===== src/rtl/submodule_cmd_pkg.sv =====
// submodule_cmd_pkg: frame layout, command codes and state encodings shared by the sub-module command decoder
// Contents:
//   frame bit positions  FRM_START, CPL_HI/CPL_LO (complement field), SYN_BIT, CON_HI/CON_LO, FRM_STOP
//   con code constants   CON_*
//   mod_state_t          LOCKED / RUN / BYPASS / FAULT as seen on the mod_state port
//   leg_tgt_t            per-leg gate target (off, upper on, lower on)
package submodule_cmd_pkg;
    localparam int FRM_START = 11;
    localparam int CPL_HI    = 10;
    localparam int CPL_LO    = 6;
    localparam int SYN_BIT   = 5;
    localparam int CON_HI    = 4;
    localparam int CON_LO    = 1;
    localparam int FRM_STOP  = 0;

    localparam logic [3:0] CON_LOCK       = 4'b0001;
    localparam logic [3:0] CON_LOCK_RST   = 4'b0010;
    localparam logic [3:0] CON_BYPASS     = 4'b0110;
    localparam logic [3:0] CON_BYPASS_RST = 4'b1001;
    localparam logic [3:0] CON_ALL_ON     = 4'b1101;
    localparam logic [3:0] CON_LEFT       = 4'b1010;
    localparam logic [3:0] CON_RIGHT      = 4'b1100;
    localparam logic [3:0] CON_ALL_OFF    = 4'b1110;

    typedef enum logic [1:0] {
        LOCKED = 2'd0,
        RUN    = 2'd1,
        BYPASS = 2'd2,
        FAULT  = 2'd3
    } mod_state_t;

    typedef enum logic [1:0] {
        LEG_OFF   = 2'd0,
        LEG_UPPER = 2'd1,
        LEG_LOWER = 2'd2
    } leg_tgt_t;

    function automatic logic con_is_run(input logic [3:0] c);
        return c inside {CON_ALL_ON, CON_LEFT, CON_RIGHT, CON_ALL_OFF};
    endfunction

    function automatic logic con_legal(input logic [3:0] c);
        return con_is_run(c) || c inside {CON_LOCK, CON_LOCK_RST, CON_BYPASS, CON_BYPASS_RST};
    endfunction
endpackage


===== src/rtl/leg_deadtime.sv =====
// leg_deadtime: drives the upper/lower gate pair of one bridge leg with dead-time insertion
// Ports:
//   clk_20M  in   system clock
//   reset    in   asynchronous active-high reset, gates drop immediately
//   target   in   leg_tgt_t requested state of the leg
//   upper    out  upper switch gate, 1 = on
//   lower    out  lower switch gate, 1 = on
module leg_deadtime
    import submodule_cmd_pkg::*;
#(
    parameter int DEADTIME = 40
) (
    input  logic       clk_20M,
    input  logic       reset,
    input  logic [1:0] target,
    output logic       upper,
    output logic       lower
);
    localparam int CW = $clog2(DEADTIME + 1);

    // cnt is the number of consecutive cycles, including the current one, with both gates off (saturating)
    logic [CW-1:0] cnt, cnt_nxt;
    logic          ok, up_nxt, lo_nxt;

    assign ok      = cnt == CW'(DEADTIME);
    assign up_nxt  = target == LEG_UPPER && (upper || (!lower && ok));
    assign lo_nxt  = target == LEG_LOWER && (lower || (!upper && ok));
    assign cnt_nxt = (up_nxt || lo_nxt) ? '0 : ok ? cnt : cnt + 1'b1;

    // preset to DEADTIME so the first turn-on after reset is not delayed
    always_ff @(posedge clk_20M or posedge reset) begin
        if (reset) begin
            upper <= 1'b0;
            lower <= 1'b0;
            cnt   <= CW'(DEADTIME);
        end else begin
            upper <= up_nxt;
            lower <= lo_nxt;
            cnt   <= cnt_nxt;
        end
    end
endmodule


===== src/rtl/submodule_cmd_decoder.sv =====
// submodule_cmd_decoder: checks and decodes received command frames, drives the full-bridge gates and bypass
// Ports:
//   clk_20M    in   system clock, 20 MHz
//   reset      in   asynchronous active-high reset
//   rx_word    in   12-bit received frame, valid while rx_valid=1
//   rx_valid   in   one-cycle frame strobe
//   gate       out  [0]=S1 left upper, [1]=S2 left lower, [2]=S3 right upper, [3]=S4 right lower
//   bypass_on  out  bypass switch command, high exactly while in BYPASS
//   mod_state  out  0=LOCKED 1=RUN 2=BYPASS 3=FAULT
//   syn_pulse  out  one-cycle pulse per good frame carrying syn=1
//   frame_err  out  one-cycle pulse per bad frame
//   err_cnt    out  total bad frames, saturating at 255
module submodule_cmd_decoder
    import submodule_cmd_pkg::*;
#(
    parameter int FRAME_PERIOD = 156,
    parameter int WDOG_FRAMES  = 4,
    parameter int ERR_LIMIT    = 3,
    parameter int DEADTIME     = 40
) (
    input  logic        clk_20M,
    input  logic        reset,
    input  logic [11:0] rx_word,
    input  logic        rx_valid,
    output logic [3:0]  gate,
    output logic        bypass_on,
    output logic [1:0]  mod_state,
    output logic        syn_pulse,
    output logic        frame_err,
    output logic [7:0]  err_cnt
);
    localparam int TIMEOUT = FRAME_PERIOD * WDOG_FRAMES;
    localparam int WW      = $clog2(TIMEOUT + 1);

    mod_state_t    st, st_nxt;
    leg_tgt_t      left_tgt, right_tgt, left_nxt, right_nxt, cmd_left, cmd_right;
    logic [WW-1:0] wdog, wdog_nxt;
    logic [7:0]    cons, cons_nxt, err_nxt;
    logic [3:0]    con;
    logic          good, bad, expired;

    assign con     = rx_word[CON_HI:CON_LO];
    assign good    = rx_valid && !rx_word[FRM_START] && !rx_word[FRM_STOP]
                     && rx_word[CPL_HI:CPL_LO] == ~rx_word[SYN_BIT:CON_LO] && con_legal(con);
    assign bad     = rx_valid && !good;
    // wdog counts clocks since the rx_valid of the last good frame, so expiry lands on the same edge as a frame sent then
    assign expired = st == RUN && wdog == WW'(TIMEOUT - 1);

    always_comb begin
        cons_nxt  = good ? '0 : (bad && cons < 8'(ERR_LIMIT)) ? cons + 8'd1 : cons;
        err_nxt   = (good && con == CON_LOCK_RST && st != BYPASS) ? '0
                  : (bad && err_cnt != 8'hFF) ? err_cnt + 8'd1 : err_cnt;
        wdog_nxt  = good ? WW'(1) : (wdog == WW'(TIMEOUT)) ? wdog : wdog + 1'b1;
        cmd_left  = (con == CON_ALL_ON || con == CON_LEFT) ? LEG_UPPER : (con == CON_RIGHT) ? LEG_LOWER : LEG_OFF;
        cmd_right = (con == CON_LEFT) ? LEG_UPPER : (con == CON_ALL_ON || con == CON_RIGHT) ? LEG_LOWER : LEG_OFF;
        st_nxt    = st;
        // a good frame always takes precedence over a watchdog expiry on the same cycle
        if (good) begin
            case (st)
                LOCKED, RUN: st_nxt = con_is_run(con) ? RUN
                                    : (con == CON_LOCK || con == CON_LOCK_RST) ? LOCKED
                                    : (con == CON_BYPASS) ? BYPASS : st;
                BYPASS:      st_nxt = (con == CON_BYPASS_RST) ? LOCKED : BYPASS;
                default:     st_nxt = (con == CON_LOCK_RST) ? LOCKED : (con == CON_BYPASS) ? BYPASS : FAULT;
            endcase
        end else if ((bad && (st == LOCKED || st == RUN) && cons_nxt >= 8'(ERR_LIMIT)) || expired) begin
            st_nxt = FAULT;
        end
        left_nxt  = (st_nxt != RUN) ? LEG_OFF : (good && con_is_run(con)) ? cmd_left : left_tgt;
        right_nxt = (st_nxt != RUN) ? LEG_OFF : (good && con_is_run(con)) ? cmd_right : right_tgt;
    end

    always_ff @(posedge clk_20M or posedge reset) begin
        if (reset) begin
            st        <= LOCKED;
            left_tgt  <= LEG_OFF;
            right_tgt <= LEG_OFF;
            cons      <= '0;
            err_cnt   <= '0;
            wdog      <= '0;
            frame_err <= 1'b0;
            syn_pulse <= 1'b0;
        end else begin
            st        <= st_nxt;
            left_tgt  <= left_nxt;
            right_tgt <= right_nxt;
            cons      <= cons_nxt;
            err_cnt   <= err_nxt;
            wdog      <= wdog_nxt;
            frame_err <= bad;
            syn_pulse <= good && rx_word[SYN_BIT];
        end
    end

    assign mod_state = st;
    assign bypass_on = st == BYPASS;

    leg_deadtime #(.DEADTIME(DEADTIME)) u_left (
        .clk_20M (clk_20M),
        .reset   (reset),
        .target  (left_tgt),
        .upper   (gate[0]),
        .lower   (gate[1])
    );

    leg_deadtime #(.DEADTIME(DEADTIME)) u_right (
        .clk_20M (clk_20M),
        .reset   (reset),
        .target  (right_tgt),
        .upper   (gate[2]),
        .lower   (gate[3])
    );
endmodule


===== config.mk =====
export PLATFORM = sky130hd
export DESIGN_NAME = submodule_cmd_decoder
export DESIGN_NICKNAME = d
export VERILOG_FILES = /design/src/rtl/submodule_cmd_pkg.sv /design/src/rtl/leg_deadtime.sv /design/src/rtl/submodule_cmd_decoder.sv
export SDC_FILE = /design/constraint.sdc
export NUM_CORES = 1
export LEC_CHECK = 0
export ABC_AREA = 1
export CAP_MARGIN = 20
export CORE_UTILIZATION = 58
export CTS_BUF_LIST = sky130_fd_sc_hd__clkbuf_4
export CTS_CLUSTER_DIAMETER = 80
export DETAILED_ROUTE_END_ITERATION = 8
export GPL_TIMING_DRIVEN = 0
export PLACE_DENSITY = 0.89
export SYNTH_ARGS = -nofsm -noshare
export SYNTH_HDL_FRONTEND = slang
export SYNTH_SLANG_ARGS = --single-unit

===== constraint.sdc =====
create_clock -name clk_20M -period 2.2 [get_ports clk_20M]
set_clock_uncertainty 0.2 [all_clocks]
set_input_delay 0.33 -clock clk_20M [delete_from_list [all_inputs] [get_ports clk_20M]]
set_output_delay 0.33 -clock clk_20M [all_outputs]
set_load 0.01 [all_outputs]

## Word level (Yosys, flattened, before mapping)

Index checks and enable logic that the tools add are counted.

- Output and inout port bits: 17
- Memories: 0
- Logic and storage cells: 121
- Flip-flop bits (word level): 50
- Memory bits (writable): 0
- Bits of input ports: 15
- Bits in read-only memories: 0
- Latch bits: 0

- Shift-type cells: 0
- $mul: 0
- Reductions and logical operators: 47
- Bitwise logic cells: 1
- Mux-type cells: 27
- Equal/unequal tests: 25
- Add/sub/neg operators: 5
- Div/mod/pow operators: 0
- $lt $le $gt $ge: 2

Operator list:

| cell | count |
|---|---|
| two-way mux 8 bit | 4 |
| two-way mux 2 bit | 15 |
| two-way mux 6 bit | 4 |
| logical AND 1 bit | 22 |
| equality test 10 bit (second input constant) | 2 |
| equality test 4 bit (second input constant) | 5 |
| two-way mux 10 bit | 2 |
| adder 8 x 1 -> 8 bit (second input constant) | 2 |
| adder 6 x 1 -> 6 bit (second input constant) | 2 |
| equality test 6 bit (second input constant) | 2 |
| logical OR 1 bit | 12 |
| adder 10 x 1 -> 10 bit (second input constant) | 1 |
| greater-or-equal comparator 8 x 2 -> 1 bit (second input constant) | 1 |
| < comparator 8 x 2 -> 1 bit (second input constant) | 1 |
| != test 2 bit (second input constant) | 4 |
| != test 8 bit (second input constant) | 1 |
| nonzero test 4 bit | 2 |
| logical NOT 1 bit | 7 |
| equality test 2 x 1 -> 1 bit (second input constant) | 3 |
| equality test 2 bit (second input constant) | 3 |
| equality test 5 bit | 1 |
| NOT 5 bit | 1 |
| equality test 4 x 1 -> 1 bit (second input constant) | 1 |
| equality test 4 x 2 -> 1 bit (second input constant) | 1 |
| 7 further kinds | 8 |

## Depth between registers and ports, before layout

Gate-level depths: netlist (run 1).

- Depth in word-level cells: 17
- Gate-level depth with buffers: 18
- Mapped depth without buffers: 17

## Modules after synthesis

From an unflattened synthesis (run 1), not the netlist that was laid out.

- Cell total of the unflattened synthesis: 349
- Area, all modules: 2824.0 um^2

Modules (own cells, without submodules):

| module | instances | area an instance (um^2) | sequential area each (um^2) | cells an instance |
|---|---|---|---|---|
| submodule_cmd_decoder | 1 | 1930.6 | 850.8 | 247 |
| leg_deadtime | 2 | 446.7 | 202.7 | 51 |

## Worst setup path after synthesis (run 1)

No wires, ideal clock.

- Path type: register to register
- Start point: reg u_right.cnt[0]
- End point: reg u_right.cnt[2]
- Path buffers: 1
- Stages on the path, launching flop included: 12
- Path slack: 168 ps
- Data arrival time: 1687 ps
- Library setup time: 145 ps
- Clock period less this slack: 2032 ps
- Path through: dfrtp_1 -> inv_1 -> ha_1 -> nand2_1 -> nor4_1 -> inv_1 -> nor2_1 -> o211ai_1 -> inv_1 -> or2_2 -> clkbuf_1 -> nor3_1

- Cells in the longest elaborated chain, start to end: 6
- Elaborated cells on any way between the ends: 12
- Classes of those cells: 1 x add/sub; 2 x eq/ne; 2 x mux; 7 x reduce/logical

Ends and longest elaborated chain:

| item | line | text |
|---|---|---|
| start: declaration | leg_deadtime.sv:22 | `logic [CW-1:0] cnt, cnt_nxt;` |
| start signal: assignment | leg_deadtime.sv:35 | `cnt <= CW'(DEADTIME);` |
| start signal: assignment | leg_deadtime.sv:39 | `cnt <= cnt_nxt;` |
| equality test 6 bit * | leg_deadtime.sv:25 | `assign ok = cnt == CW'(DEADTIME);` |
| logical AND 1 bit * | leg_deadtime.sv:27 | `assign lo_nxt = target == LEG_LOWER && (lower \|\| (!upper && ok));` |
| logical OR 1 bit * | leg_deadtime.sv:27 |  |
| logical AND 1 bit * | leg_deadtime.sv:27 |  |
| named net u_right.lo_nxt | leg_deadtime.sv:23 | `logic ok, up_nxt, lo_nxt;` |
| logical OR 1 bit * | leg_deadtime.sv:28 | `assign cnt_nxt = (up_nxt \|\| lo_nxt) ? '0 : ok ? cnt : cnt + 1'b1;` |
| != test 2 bit (no line) / two-way mux 6 bit (equally long branches) | -- |  |

Mark *: on every way through the listed nets, which the timed path passes. The rest lies on a longest branch. The select of a mux whose other input is x is not followed.
A chain may end at the register's enable or synchronous reset.

## Worst setup path in the final report (run 1)

- Start point: reg cons[4]
- End point: reg st[0], in the netlist mod_state[0]

- Cells in the longest elaborated chain, start to end: 9
- Elaborated cells on any way between the ends: 10
- Classes of those cells: 1 x add/sub; 2 x order compare; 4 x mux; 3 x reduce/logical

Ends and longest elaborated chain:

| item | line | text |
|---|---|---|
| start: declaration | submodule_cmd_decoder.sv:38 | `logic [7:0] cons, cons_nxt, err_nxt;` |
| start signal: assignment | submodule_cmd_decoder.sv:87 | `cons <= cons_nxt;` |
| < comparator 8 x 2 -> 1 bit | submodule_cmd_decoder.sv:50 | `cons_nxt = good ? '0 : (bad && cons < 8'(ERR_LIMIT)) ? cons + 8'd1 : cons;` |
| logical AND 1 bit | submodule_cmd_decoder.sv:50 |  |
| two-way mux 8 bit * (2 in a row) | submodule_cmd_decoder.sv:50 |  |
| greater-or-equal comparator 8 x 2 -> 1 bit * | submodule_cmd_decoder.sv:66 | `end else if ((bad && (st == LOCKED \|\| st == RUN) && cons_nxt >= 8'(ERR_LIMIT)) \|\| expired) begin` |
| logical AND 1 bit * | submodule_cmd_decoder.sv:66 |  |
| logical OR 1 bit * | submodule_cmd_decoder.sv:66 |  |
| two-way mux 2 bit * | submodule_cmd_decoder.sv:66 |  |
| two-way mux 2 bit * | submodule_cmd_decoder.sv:58 | `if (good) begin` |
| named net st_nxt[0] | submodule_cmd_decoder.sv:35 | `mod_state_t st, st_nxt;` |
| end signal: assignment | submodule_cmd_decoder.sv:84 | `st <= st_nxt;` |
| end: declaration | submodule_cmd_decoder.sv:35 |  |

Mark *: on every way through the listed nets, which the timed path passes. The rest lies on a longest branch.

==> results of run 1 <==
==> registers in the layout, summed over array words and instances, names as in the netlist <==
register	cells
cons	8
err_cnt	8
frame_err	1
left_tgt	2
mod_state	2
right_tgt	2
syn_pulse	1
u_left.cnt	6
u_left.lower	1
u_left.upper	1
u_right.cnt	6
u_right.lower	1
u_right.upper	1
wdog	10
==> cells in the final DEF (no fill, tap or decap), types with 5 or more instances in the layout <==
| master | n |
|---|---|
| a21oi_1 | 17 |
| buf_4 | 20 |
| clkbuf_4 | 5 |
| clkdlybuf4s50_1 | 19 |
| dfrtp_1 | 45 |
| dlymetal6s2s_1 | 6 |
| ha_1 | 8 |
| inv_1 | 52 |
| inv_2 | 6 |
| nand2_1 | 48 |
| nand2_2 | 8 |
| nand3_1 | 17 |
| nand3_2 | 5 |
| nand4_1 | 8 |
| nor2_1 | 44 |
| nor3_1 | 11 |
| o21ai_0 | 8 |
| xor2_1 | 6 |
==> worst max path at each step <==
| stage | from | endpoint | slack (ns) | cells past startpoint |
|---|---|---|---|---|
| 2_1_floorplan | u_right.cnt[0]$_DFFE_PP0P_ | u_right.cnt[2]$_DFFE_PP0P_ | 0.17 | 11 |
| 6_report | cons[4]$_DFF_PP0_ | mod_state[0]$_DFF_PP0_ | 0.05 | 13 |
| 3_3_place_gp | rx_valid | err_cnt[6]$_DFFE_PP0P_ | -0.70 | 11 |
| 3_5_place_dp | rx_valid | err_cnt[6]$_DFFE_PP0P_ | -0.71 | 11 |
| 4_1_cts | rx_word[5] | left_tgt[1]$_DFFE_PP0P_ | 0.004 | 15 |
| 5_1_grt | cons[0]$_DFF_PP0_ | right_tgt[1]$_DFFE_PP0P_ | -0.05 | 13 |
==> layer usage <==
metal	wire, um	vias to the layer above	GRT usage
met5	0	-	0
met2	3060	61	0.440
met3	281	7	0.0456
met4	61	0	0.0689
li1	-	1192	-
met1	2380	1148	0.297
==> through the flow <==
step,cells,worst slack (ns)
finish,447,0.0469
global route,447,-0.0469
CTS,438,0.00390
detailed placement,425,-0.712
global placement,424,-0.699
floorplan,341,0.168
==> critical path: stages (launching register included) <==
cell	delay [ns]
dfrtp_1	0.41
inv_1	0.08
nand4_1	0.12
nand2b_1	0.20
inv_2	0.08
nand3_2	0.08
or2_1	0.28
nand3_2	0.09
nand3_2	0.06
nand2_2	0.10
nand3_2	0.06
nand2_1	0.08
inv_2	0.07
buf_4	0.13
==> timing repair <==
item	CTS	global route
gates resized for setup	16	29
hold buffers	0	0
setup buffers	5	11
setup endpoints to repair	21	23
gates cloned	0	0
pin swaps	7	20
==> logic make-up (layout without fill, tap and decap cells) <==
kind of cell	count (synthesis)	after routing
xor gates and xnor gates	8	8
and+or+nand+nor	169	169
muxes	1	1
buffers and inverters	68	122
AOI/OAI and AO/OA	37	37
DFF	50	50
adders and majority gates	8	8
==> area by class of cell <==
cell class | instances | area share
Multi-Input combinational cell | 223 | 0.379
Sequential cell | 50 | 0.367
Timing Repair Buffer | 48 | 0.130
Inverter | 60 | 0.0668
Tap cell | 52 | 0.0190
Buffer | 6 | 0.0142
Clock inverter | 3 | 0.0131
Clock buffer | 5 | 0.0110
==> power groups by stage <==
| stage | clock network (mW) | logic [mW] | registers, mW |
|---|---|---|---|
| after global routing | 0.578 | 0.764 | 1.32 |
| after detailed placement | 0 | 0.659 | 1.30 |
| final | 0.530 | 0.683 | 1.29 |
| after global placement | 0 | 0.622 | 1.29 |
| after CTS | 0.543 | 0.667 | 1.28 |
| after floorplan | 0 | 0.369 | 1.30 |
==> results.md, run 1 <==
- Total power: approximately 2.5 mW
- Initial DRC count: 136
- IO Port Bufs: 31
- XOR/XNOR Fraction of Synth Area: 0.0255
- Worst hold margin: 0.0184 ns
- Pint: 1.67 mW
- First-pass GRT wire length: approximately 9700 um
- DRT Pass-1 Iters: 7
- Psw: about 0.83 mW
- # IOs: 32
- Die height: approximately 71 um
- Hold Crit Depth: 3
- Synthesized area per cell: 8.06 um^2
- Sequential share of power: 0.515
- Data arrival time of the critical path: 2.22 ns
- Net Sw Frac: 0.333
- Final hold viol count: 0
- Combinational share of power: 0.273
- Drt total wl: approximately 5800 um
- Top-count cell post-synth: inv_1
- Largest net degree at the start of global routing: 35
- WHS Endpoint: syn_pulse$_DFF_PP0_
- Core Area: ~0.0044 mm^2
- H-tree levels: 2
- Synthesized cell area: approximately 0.0027 mm^2
- Yosys top cell by area: dfrtp_1
- Fmax: between 0.4 and 0.5 GHz
- Hold path start: rx_word[5]
- Net Count, Synth: 364
- Worst-path clk slew: 0.14 ns
- Clk_lat worst skew: 0.37 ns
- DR vias: about 2400
- Clk root buf: clkbuf_4
- Top post-synthesis cells by count: inv_1 (54), nand2_1 (52), nor2_1 (47)
- Post-layout minimum cycle time: around 2.2 ns
- Yosys warns: 0
- TritonCTS Buffers: 5
- FF-to-FF path depth: 13
- Area Overhead vs Synth: 24.6%
- Complex-gate fraction of the synthesized area: 0.0783
- GPL Wtd Cong: 0.810
- Fin crit share: 0.979
- Post-synthesis mux area share: 0.00364
- Yosys cell types: around 40
- Final design utilization: 0.771
- Sequential cell area: about 0.0013 mm^2
- Final instance area: 0.00343 mm^2
- Initial antenna violation count: 0
- Pleak: 1.74 nW
- Status: completed
- DR WL/cell: 12.9 um
- Final TNS setup: 0 ns
- Ranking of synthesized cells by area: dfrtp_1 (42%), inv_1 (7.4%), nand2_1 (7.1%), nor2_1 (6.4%), nand3_1 (4.0%)
- Hold crit path type: in2reg
- Clk pwr share: 0.212
- Reg-to-Reg End: mod_state[0]$_DFF_PP0_
- Synth Register Bits: 50
- Die Area: around 0.0050 mm^2
- Adder-Cell Fraction of Synth Area: 0.0364
- Crit-path max FO: 6
- Register area share after synthesis: 0.457
- CTS tree: done
- Power per cell area: 730 mW/mm^2
- Relative slew margins: 0.678
- Nets@finish: 417
- EDFF count, synth: 0
- Max Slew Vio Count: 0
- Filler cells: between 300 and 400
- Multi-input logic area: 0.00130 mm^2
- Die X: about 70 um
- Clock sink count: 50
- Largest family of logic cells by synthesized area: simple AND/OR/NAND/NOR gates
- Post-Synth Simple-Gate Area: 0.295
- CP Capture Type: register
- Synth top area share: 0.419
- Layout cells sized above 1: 0.208
- # rows: 24
- Routed Antenna Nets: 0
- Top_reg_cell synth: dfrtp_1
- GR Util All Layers: 0.243
- Synth Instances: between 300 and 400
- Launching point of the worst reg2reg path: cons[4]$_DFF_PP0_
- Slew @ Worst Pin: 0.482 ns
- Number of global-route vias before repair: around 2200
- Final setup violation count: 0
- Ant diodes: 0
- Max Cap Viol: 0
- Worst EP required: around 2.3 ns
- Final HPWL DP: around 4100 um
- Worst setup SP type: register
- GRT overflow: 0
- Starting Density: 0.619
- R2R Setup Slk: around 0.047 ns
- Dpl cell area: 0.00314 mm^2
- Max IR drop VDD: 0.611 mV
- Maximum buffer depth of the clock tree: 2
- Via density: 5.39
- Crit Path Category: reg2reg
- Drt drc: 0
- Share of flip-flops with an asynchronous set or reset: 1.00
No activity file was read; power rests on OpenSTA's default activity.
==> run 2: changes to the inputs <==
--- a/config.mk
+++ b/config.mk
@@ -7,12 +7,12 @@
 export LEC_CHECK = 0
 export ABC_AREA = 1
 export CAP_MARGIN = 20
-export CORE_UTILIZATION = 58
+export CORE_UTILIZATION = 61
 export CTS_BUF_LIST = sky130_fd_sc_hd__clkbuf_4
-export CTS_CLUSTER_DIAMETER = 80
 export DETAILED_ROUTE_END_ITERATION = 8
+export DONT_BUFFER_PORTS = 1
 export GPL_TIMING_DRIVEN = 0
-export PLACE_DENSITY = 0.89
+export PLACE_DENSITY = 0.84
 export SYNTH_ARGS = -nofsm -noshare
 export SYNTH_HDL_FRONTEND = slang
 export SYNTH_SLANG_ARGS = --single-unit
==> run 2 against run 1 <==
Combinational power fell by 29%. Wire length fell by 11%. Register-to-register slack barely moved. Sequential share of layout area rose by 4.3 points. Worst hold slack improved by 0.055 ns. First-iteration DRC count fell by 54%. Non-clock buffer count fell by 35. Largest power group unchanged. Sequential power rose by 5%. Via count fell by 9.1%. Utilization fell by 6.6 points.
==> results.md, run 2 (synthesized netlist as in run 1, its figures left out) <==
- Number of global-route vias before repair: ~2100
- Nets@finish: 382
- Max reg flops: 10
- TritonCTS Buffers: 5
- Data arrival time of the critical path: about 2.2 ns
- Worst setup SP type: register
- H-tree levels: 2
- Worst-path clk slew: between 0.1 and 0.15 ns
- Drt drc: 0
- Launching point of the worst reg2reg path: cons[0]$_DFF_PP0_
- Worst hold margin: roughly 0.074 ns
- GRT overflow: 0
- Status: completed
- Initial DRC count: 62
- Ant diodes: 0
- Max IR drop VDD: ~0.46 mV
- Final cell count without fillers: between 400 and 500
- Final TNS setup: 0 ns
- Pleak: 1.53 nW
- Layout cells sized above 1: 0.175
- Max Slew Vio Count: 0
- Hold crit path type: in2reg
- Initial antenna violation count: 0
- R2R Setup Slk: 0.05 ns
- Buffers & Inverters on Critical Path: 2
- Final instance area: a little over 0.003 mm^2
- Final hold viol count: 0
- Maximum buffer depth of the clock tree: 2
- Critical Path Max Stage Delay: 0.42 ns
- Slew @ Worst Pin: between 0.5 and 0.6 ns
- CTS tree: done
- Die Area: approximately 0.0048 mm^2
- Core Area: 0.00435 mm^2
- Final setup violation count: 0
- Relative slew margins: 0.640
- Hold Crit Depth: 3
- Final HPWL DP: between 3000 and 4000 um
- Clk root buf: clkbuf_4
- Largest net degree at the start of global routing: 27
- Most frequent cells in the layout: inv_1 (52), nand2_1 (50), nor2_1 (47), dfrtp_1 (44)
- Post-layout minimum cycle time: 2.15 ns
- GR Util All Layers: 0.231
- Reg-to-Reg End: left_tgt[0]$_DFFE_PP0P_
- Dpl cells: slightly below 400
- Drt total wl: between 5000 and 6000 um
- Worst EP required: 2.28 ns
- Power per cell area: 734 mW/mm^2
- Dpl cell area: 0.00283 mm^2
- Via density: between 5 and 6
- Hold path start: rx_valid
- Clock sink count: 50
- DRT Pass-1 Iters: 4
- Crit Path Category: reg2reg
- Crit-path max FO: 6
- DR WL/cell: ~13 um
- WHS Endpoint: cons[1]$_DFF_PP0_
- CP dominant cell by count: nand3_2
- # IOs: 32
- IO Port Bufs: 0
- Die height: between 60 and 70 um
- Worst path top cell family by delay: simple AND/OR/NAND/NOR gates
- Area Overhead vs Synth: 11.6%
- Die X: 69.1 um
- DR vias: 2189
- Most flop-heavy register: wdog
- CP Capture Type: register
- First-pass GRT wire length: 8870 um
- Routed Antenna Nets: 0
- # rows: 24
- FF-to-FF path depth: 14
- Starting Density: 0.631
- Clk_lat worst skew: 0.38 ns
- Fmax: between 0.4 and 0.5 GHz
- Biggest regs: wdog: 10 flops, cons: 8 flops, err_cnt: 8 flops
- Slowest-stage cell, CP: dfrtp_1
- Fin crit share: 0.979
- Commonest non-fill, non-tap cell in the layout: inv_1
- CP Cell Sequence: ha_1 -> nor2_1 -> nand2b_1 -> inv_2 -> nand3_2 -> or2_1 -> nand3_2 -> nand3_2 -> nand2_2 -> nand3_1 -> nand2_1 -> inv_2 -> nand2_2 -> nor2_1
- GPL Wtd Cong: 0.819
- Max Cap Viol: 0
## run 2: power by group
| part | internal [mW] | switching [mW] |
|---|---|---|
| sequential | 1.10 | 0.252 |
| combinational | 0.217 | 0.268 |
| clock | 0.125 | 0.293 |
| total | 1.44 | 0.812 |
## run 2: worst max path at each step
stage | startpoint | to | slack (ns) | cells after the start
global placement | u_right.cnt[0]$_DFFE_PP0P_ | u_right.cnt[2]$_DFFE_PP0P_ | -0.11 | 11
CTS | u_right.cnt[0]$_DFFE_PP0P_ | u_right.cnt[2]$_DFFE_PP0P_ | 0.03 | 11
detailed placement | u_right.cnt[0]$_DFFE_PP0P_ | u_right.cnt[2]$_DFFE_PP0P_ | -0.13 | 11
global route | cons[0]$_DFF_PP0_ | right_tgt[0]$_DFFE_PP0P_ | -0.03 | 15
floorplan | u_right.cnt[0]$_DFFE_PP0P_ | u_right.cnt[2]$_DFFE_PP0P_ | 0.17 | 11
finish | cons[0]$_DFF_PP0_ | left_tgt[0]$_DFFE_PP0P_ | 0.05 | 14
## run 2: what timing repair did
item,in CTS,in global routing
endpoints found under the hold margin,30,0
setup endpoints to repair,6,19
buffers inserted,0,5
hold buffers,7,0
pin swaps,0,5
gates resized for setup,1,16
## run 2: layout make-up
| class | instances | area [um^2] |
|---|---|---|
| Fill cell | 354 | 1290 |
| Clock inverter | 3 | 21.3 |
| Tap cell | 52 | 65.1 |
| Inverter | 60 | 229 |
| Clock buffer | 5 | 37.5 |
| Buffer | 6 | 48.8 |
| Multi-Input combinational cell | 223 | 1280 |
| Sequential cell | 50 | 1260 |
| Timing Repair Buffer | 13 | 128 |
## run 2: layer usage
| layer | track usage | vias to the layer above | routed length, um |
|---|---|---|---|
| li1 | - | 1111 | - |
| met2 | 0.405 | 28 | 2710 |
| met3 | 0.0746 | 6 | 249 |
| met1 | 0.263 | 1044 | 2130 |
| met5 | 0 | - | 0 |
| met4 | 0.0839 | 0 | 72 |
## run 2: per-stage QoR
step                setup slack, ns  total power [mW]   util
global route                -0.0322              2.42  0.705
finish                       0.0469              2.25  0.705
floorplan                     0.168              1.67      -
detailed placement           -0.126              1.79  0.651
CTS                          0.0283              2.22  0.682
global placement             -0.108              1.75  0.646
## run 2: worst min-delay path, stage by stage
cell     delay [ns]
nand3_2        0.06
a21oi_1        0.09
and2_1         0.15
==> RTL change 1: new RTL, settings of run 1 <==
Reset style: synchronous (`reset`), changed in 2 clocked blocks. Comments in the files are not updated.
--- a/src/rtl/leg_deadtime.sv
+++ b/src/rtl/leg_deadtime.sv
@@ -29,5 +29,5 @@
 
     // preset to DEADTIME so the first turn-on after reset is not delayed
-    always_ff @(posedge clk_20M or posedge reset) begin
+    always_ff @(posedge clk_20M) begin
         if (reset) begin
             upper <= 1'b0;
--- a/src/rtl/submodule_cmd_decoder.sv
+++ b/src/rtl/submodule_cmd_decoder.sv
@@ -71,5 +71,5 @@
     end
 
-    always_ff @(posedge clk_20M or posedge reset) begin
+    always_ff @(posedge clk_20M) begin
         if (reset) begin
             st        <= LOCKED;
Behaviour: differs if reset is asserted again (counterexample within 4 cycles, from zero or initial values and one cycle with reset high); with reset held inactive, the same outputs for 10 cycles.
==> RTL change 1 against run 1 <==
Sequential cell count did not move. Sequential share of layout area is 4.5 points lower. Wire length fell by 13%. Die area fell by 6.5%. Area after synthesis down 6.7%. Final area decreased by 8.9%. Global-route usage is 0.59 points lower. Setup slack improved by 0.091 ns.
Power is not compared: it rests on default switching activity, and its combinational part moved more than twofold at a synthesized area within 25%.
==> RTL change 1: results (changes against run 1) <==
run status=completed (unchanged); largest net degree at the start of global routing=17 (was 35); worst hold start=rx_word[5] (unchanged); CTS Buf Count=5 (unchanged); FF-to-FF Start=cons[7] (was cons[4]); Worst-Skew Late Latency=about 0.36 ns; Post-Synth XOR/XNOR Area=0.0307 (was 0.0255); Area contributors post-synth=dfxtp_1 (39%), nand2_1 (8.5%), inv_1 (7.8%), nor2_1 (7.3%), ha_1 (3.9%) (was dfrtp_1 (42%), inv_1 (7.4%), nand2_1 (7.1%), nor2_1 (6.4%), nand3_1 (4.0%)); critical path's slowest cell=dlygate4sd2_1 (was dfrtp_1); LEAKAGE=1.37 nW; antenna violations before repair=0 (unchanged); dpl cell area=2940 sq um (was 3140 sq um); Placer Congestion=0.779 (was 0.810); post-synthesis compound-gate area fraction=0.109 (was 0.0783); DP Worst Slack=-0.505 ns (was -0.712 ns); Starting DRT DRC Count=93 (was 136); post-DP HPWL=3.73 mm (was 4.14 mm); Cells after Synth=349 (was 341); Critical Path AT=2.13 ns (was 2.22 ns); first drt pass iteration count=4 (was 7); slew margin rel.=0.681 (was 0.678); number of nets in the layout=412 (was 417); reg2reg setup slack=0.15 ns (was 0.05 ns); CTS H-Tree Depth=2 (unchanged); Non-Filler Instances=440 (was 447); post-synth net total=372 (was 364); top_reg_cell synth=dfxtp_1 (was dfrtp_1); GRT Total Usage=0.237 (was 0.243); RR Endpoint=left_tgt[1] (was mod_state[0]); Synth top cells by count=nand2_1 (58), inv_1 (53), dfxtp_1 (50), nor2_1 (50), a21oi_1 (17) (was inv_1 (54), nand2_1 (52), nor2_1 (47)); final wirelength=5.02 mm (was 5.78 mm); share of layout cells above drive strength 1=0.169 (was 0.208); number of global-route vias before repair=2,062 (was 2,225); Worst-path clk slew=0.14 ns (about the same); CP max stage delay=0.29 ns (was 0.41 ns); Peak VDD IR=0.000329 V; PortBufs=31 (unchanged); Seq/Total Area, Yosys=0.390 (was 0.457); distinct cell type count after synthesis=40 (was 41); Inst Count DP=430 (was 425); Async S/R FF share, synth=0 (was 1.00); first-pass GRT wire length=8.41 mm (was 9.66 mm); fillcell total=310 (was 302); Final Cell Area=3120 sq um (was 3430 sq um); via/cell ratio=5.15 (was 5.39); FF-to-FF path depth=15 (was 13); Max Fanout on Critical Path=5 (was 6); mux share of post-synthesis cell area=0.00390 (was 0.00364); Ant. Diodes=0 (unchanged); Hold Crit Endpoint=syn_pulse (unchanged); adder-cell share of the synthesized area=0.0390 (was 0.0364)
## RTL change 1: cell types whose count changed after synthesis, sizes merged, moves of 6 or more
cell | before | now
o21ai | 9 | 16
nor2 | 51 | 62
nand3 | 22 | 16
nand2 | 60 | 69
dfxtp | 0 | 50
dfrtp | 46 | 0
nand4 | 9 | 3
## RTL change 1: metal layers
metal  global-route usage  share of wire
met1                0.279           0.45
met2                0.419           0.49
met3               0.0559          0.043
met4               0.0781          0.017
met5                    0              0
## RTL change 1: power by group
part	switching [mW]	total (mW)	internal, mW
Clock	0.297	0.539	0.242
Combinational	0.177	0.305	0.128
Sequential	0.0360	0.983	0.947
## RTL change 1: tightest hold or removal path: stages
cell,delay [ns]
dlymetal6s2s_1,0.13
inv_1,0.07
nor3_1,0.05
## RTL change 1: how the worst max path moves through the flow
stage          startpoint      endpoint  slack (ns)  depth (start not counted)
2_1_floorplan     cons[7]  right_tgt[0]        0.27                         14
3_3_place_gp   rx_word[1]    err_cnt[7]       -0.44                         14
3_5_place_dp   rx_word[1]  right_tgt[0]       -0.50                         18
4_1_cts           cons[7]  right_tgt[0]        0.01                         14
5_1_grt        rx_word[4]    err_cnt[7]      -0.009                         15
6_report       rx_word[4]    err_cnt[7]        0.14                         15
## RTL change 1: repair_timing
| item | in CTS | in global routing |
|---|---|---|
| setup endpoints to repair | 7 | 11 |
| hold buffers | 0 | 0 |
| gates cloned | 0 | 0 |
| gates resized for setup | 8 | 25 |
| setup buffers | 0 | 2 |
| pin swaps | 0 | 10 |
## RTL change 1: logic make-up (layout without fill, tap and decap cells)
family          after synthesis  after routing
mux                           1              1
xor+xnor                      9              9
fa+ha+maj                     8              8
simple gates                173            173
buf+inv                      63            104
flops                        50             50
compound gates               45             45
## RTL change 1: cell type report
class	count	area share
Multi-Input combinational cell	236	0.442
Tap cell	50	0.0201
Clock buffer	5	0.0120
Timing Repair Buffer	33	0.105
Clock inverter	3	0.0140
Inverter	56	0.0674
Buffer	7	0.0172
Sequential cell	50	0.322
## RTL change 1: metrics by stage
| stage | TNS [ns] | total power [mW] | hold WS [ns] |
|---|---|---|---|
| 5_1_grt | -0.0142 | 1.92 | 0.0542 |
| 2_1_floorplan | 0 | 1.19 | 0.207 |
| 4_1_cts | 0 | 1.82 | 0.259 |
| 6_report | 0 | 1.83 | 0.0516 |
| 3_5_place_dp | -8.90 | 1.29 | 0.237 |
| 3_3_place_gp | -7.68 | 1.28 | 0.235 |
==> RTL change 2: new RTL, flow settings as in run 1 <==
Without the edit above. `FRAME_PERIOD`: 156 -> 312.
--- a/src/rtl/submodule_cmd_decoder.sv
+++ b/src/rtl/submodule_cmd_decoder.sv
@@ -14,5 +14,5 @@
     import submodule_cmd_pkg::*;
 #(
-    parameter int FRAME_PERIOD = 156,
+    parameter int FRAME_PERIOD = 312,
     parameter int WDOG_FRAMES  = 4,
     parameter int ERR_LIMIT    = 3,
Behaviour: no difference found for any inputs over 10 cycles, from zero or initial values and one cycle with reset high; that may be too few to reach the edited logic, so the function may still have changed.
==> RTL change 2 against run 1 <==
The flow now finishes with violations (setup timing). Critical path depth rose by 4. Utilization fell by 1.1 points. Final area rose by 7.5%. Synthesized cell count rose by 8.8%. Sequential share of layout area fell by 1.9 points. Register-to-register slack got worse by 0.06 ns. Power rose by 12%. Final cell count rose by 10%. Wire length rose by 17%. Area after synthesis rose by 8.8%. Sequential cell count rose by 1. First-iteration DRC count rose by 40%. Setup slack got worse by 0.094 ns. Critical path type is now input pin to register. Critical endpoint is now err_cnt[7]. Largest power group unchanged.
==> RTL change 2: results (changes against run 1) <==
vias=2,666 (was 2,408); met2 Resource Use GR=0.423 (was 0.440); Starting DRT DRC Count=190 (was 136); met3 WL=319 um (was 281 um); post-DP HPWL=4.43 mm (was 4.14 mm); met1 Use GR=0.292 (was 0.297); Internal Power=1.79 mW (was 1.67 mW); adder-cell share of the synthesized area=0.0335 (was 0.0364); via/cell ratio=5.42 (was 5.39); mux share of post-synthesis cell area=0 (was 0.00364); post-synthesis compound-gate area fraction=0.0958 (was 0.0783); distinct cell type count after synthesis=40 (was 41); Final WS setup=-0.0469 ns (was 0.0469 ns); DP Worst Slack=-0.760 ns (was -0.712 ns); DR WL met2=3.50 mm (was 3.06 mm); Setup-failing EPs final=5 (was 0); power in the clock group=0.535 mW (was 0.530 mW); largest net degree at the start of global routing=28 (was 35); multi-input combinational cell area=1450 sq um (was 1300 sq um); clock network power share=0.191 (was 0.212); failing checks=setup timing; run status=finished, violations left (was completed); fillcell total=308 (was 302); Critical Path AT=2.34 ns (was 2.22 ns); Synth top cells by count=inv_1 (65), nand2_1 (52), dfrtp_1 (47) (was inv_1 (54), nand2_1 (52), nor2_1 (47)); hold crit path type=input pin to asynchronous set/reset pin (was input pin to register); slew margin rel.=0.583 (was 0.678); Max Fanout on Critical Path=7 (was 6); FF-to-FF Start=cons[3] (was cons[4]); setup TNS=-0.132 ns (was 0 ns); CP max stage delay=0.43 ns (was 0.41 ns); maximum clock frequency=445 MHz (was 464 MHz); Comb pwr share=0.339 (was 0.273); GR Util met3=0.0508 (was 0.0456); Final non-clock buffer share=0.138 (was 0.144); Multi-In Gates=240 (was 223); Seq/Total Area, Yosys=0.428 (was 0.457); Peak VDD IR=0.000635 V (was 0.000611 V); ClkCell Share=0.0224 (was 0.0241)
==> RTL change 2: cell types whose count changed after synthesis, moves of 3 or more <==
cell / before / now
a21oi_1: 19 / 23
and3_1: 3 / 0
inv_1: 54 / 65
nand2_2: 5 / 14
nand3_1: 22 / 13
nand4_1: 8 / 12
nor2_1: 47 / 44
nor2_4: 1 / 8
nor3_1: 12 / 20
==> RTL change 2: final timing paths <==
kind | to | slack [ns] | depth (start not counted)
hold / removal | u_right.cnt[0] | 0.11 | 2
setup reg to reg | left_tgt[0] | -0.01 | 13
max in group asynchronous | u_right.cnt[5] | 1.08 | 3
min in group clk_20M | right_tgt[1] | 0.19 | 4
hold reg to reg | err_cnt[7] | 0.31 | 1
setup / recovery | err_cnt[7] | -0.05 | 17
==> RTL change 2: timing repair <==
action / 4_1_cts / 5_1_grt
pin swaps: 8 / 11
endpoints found under the setup margin: 13 / 22
gates resized for setup: 16 / 20
endpoints found under the hold margin: 0 / 1
gates cloned: 0 / 0
buffers inserted: 4 / 11
hold buffers: 0 / 1
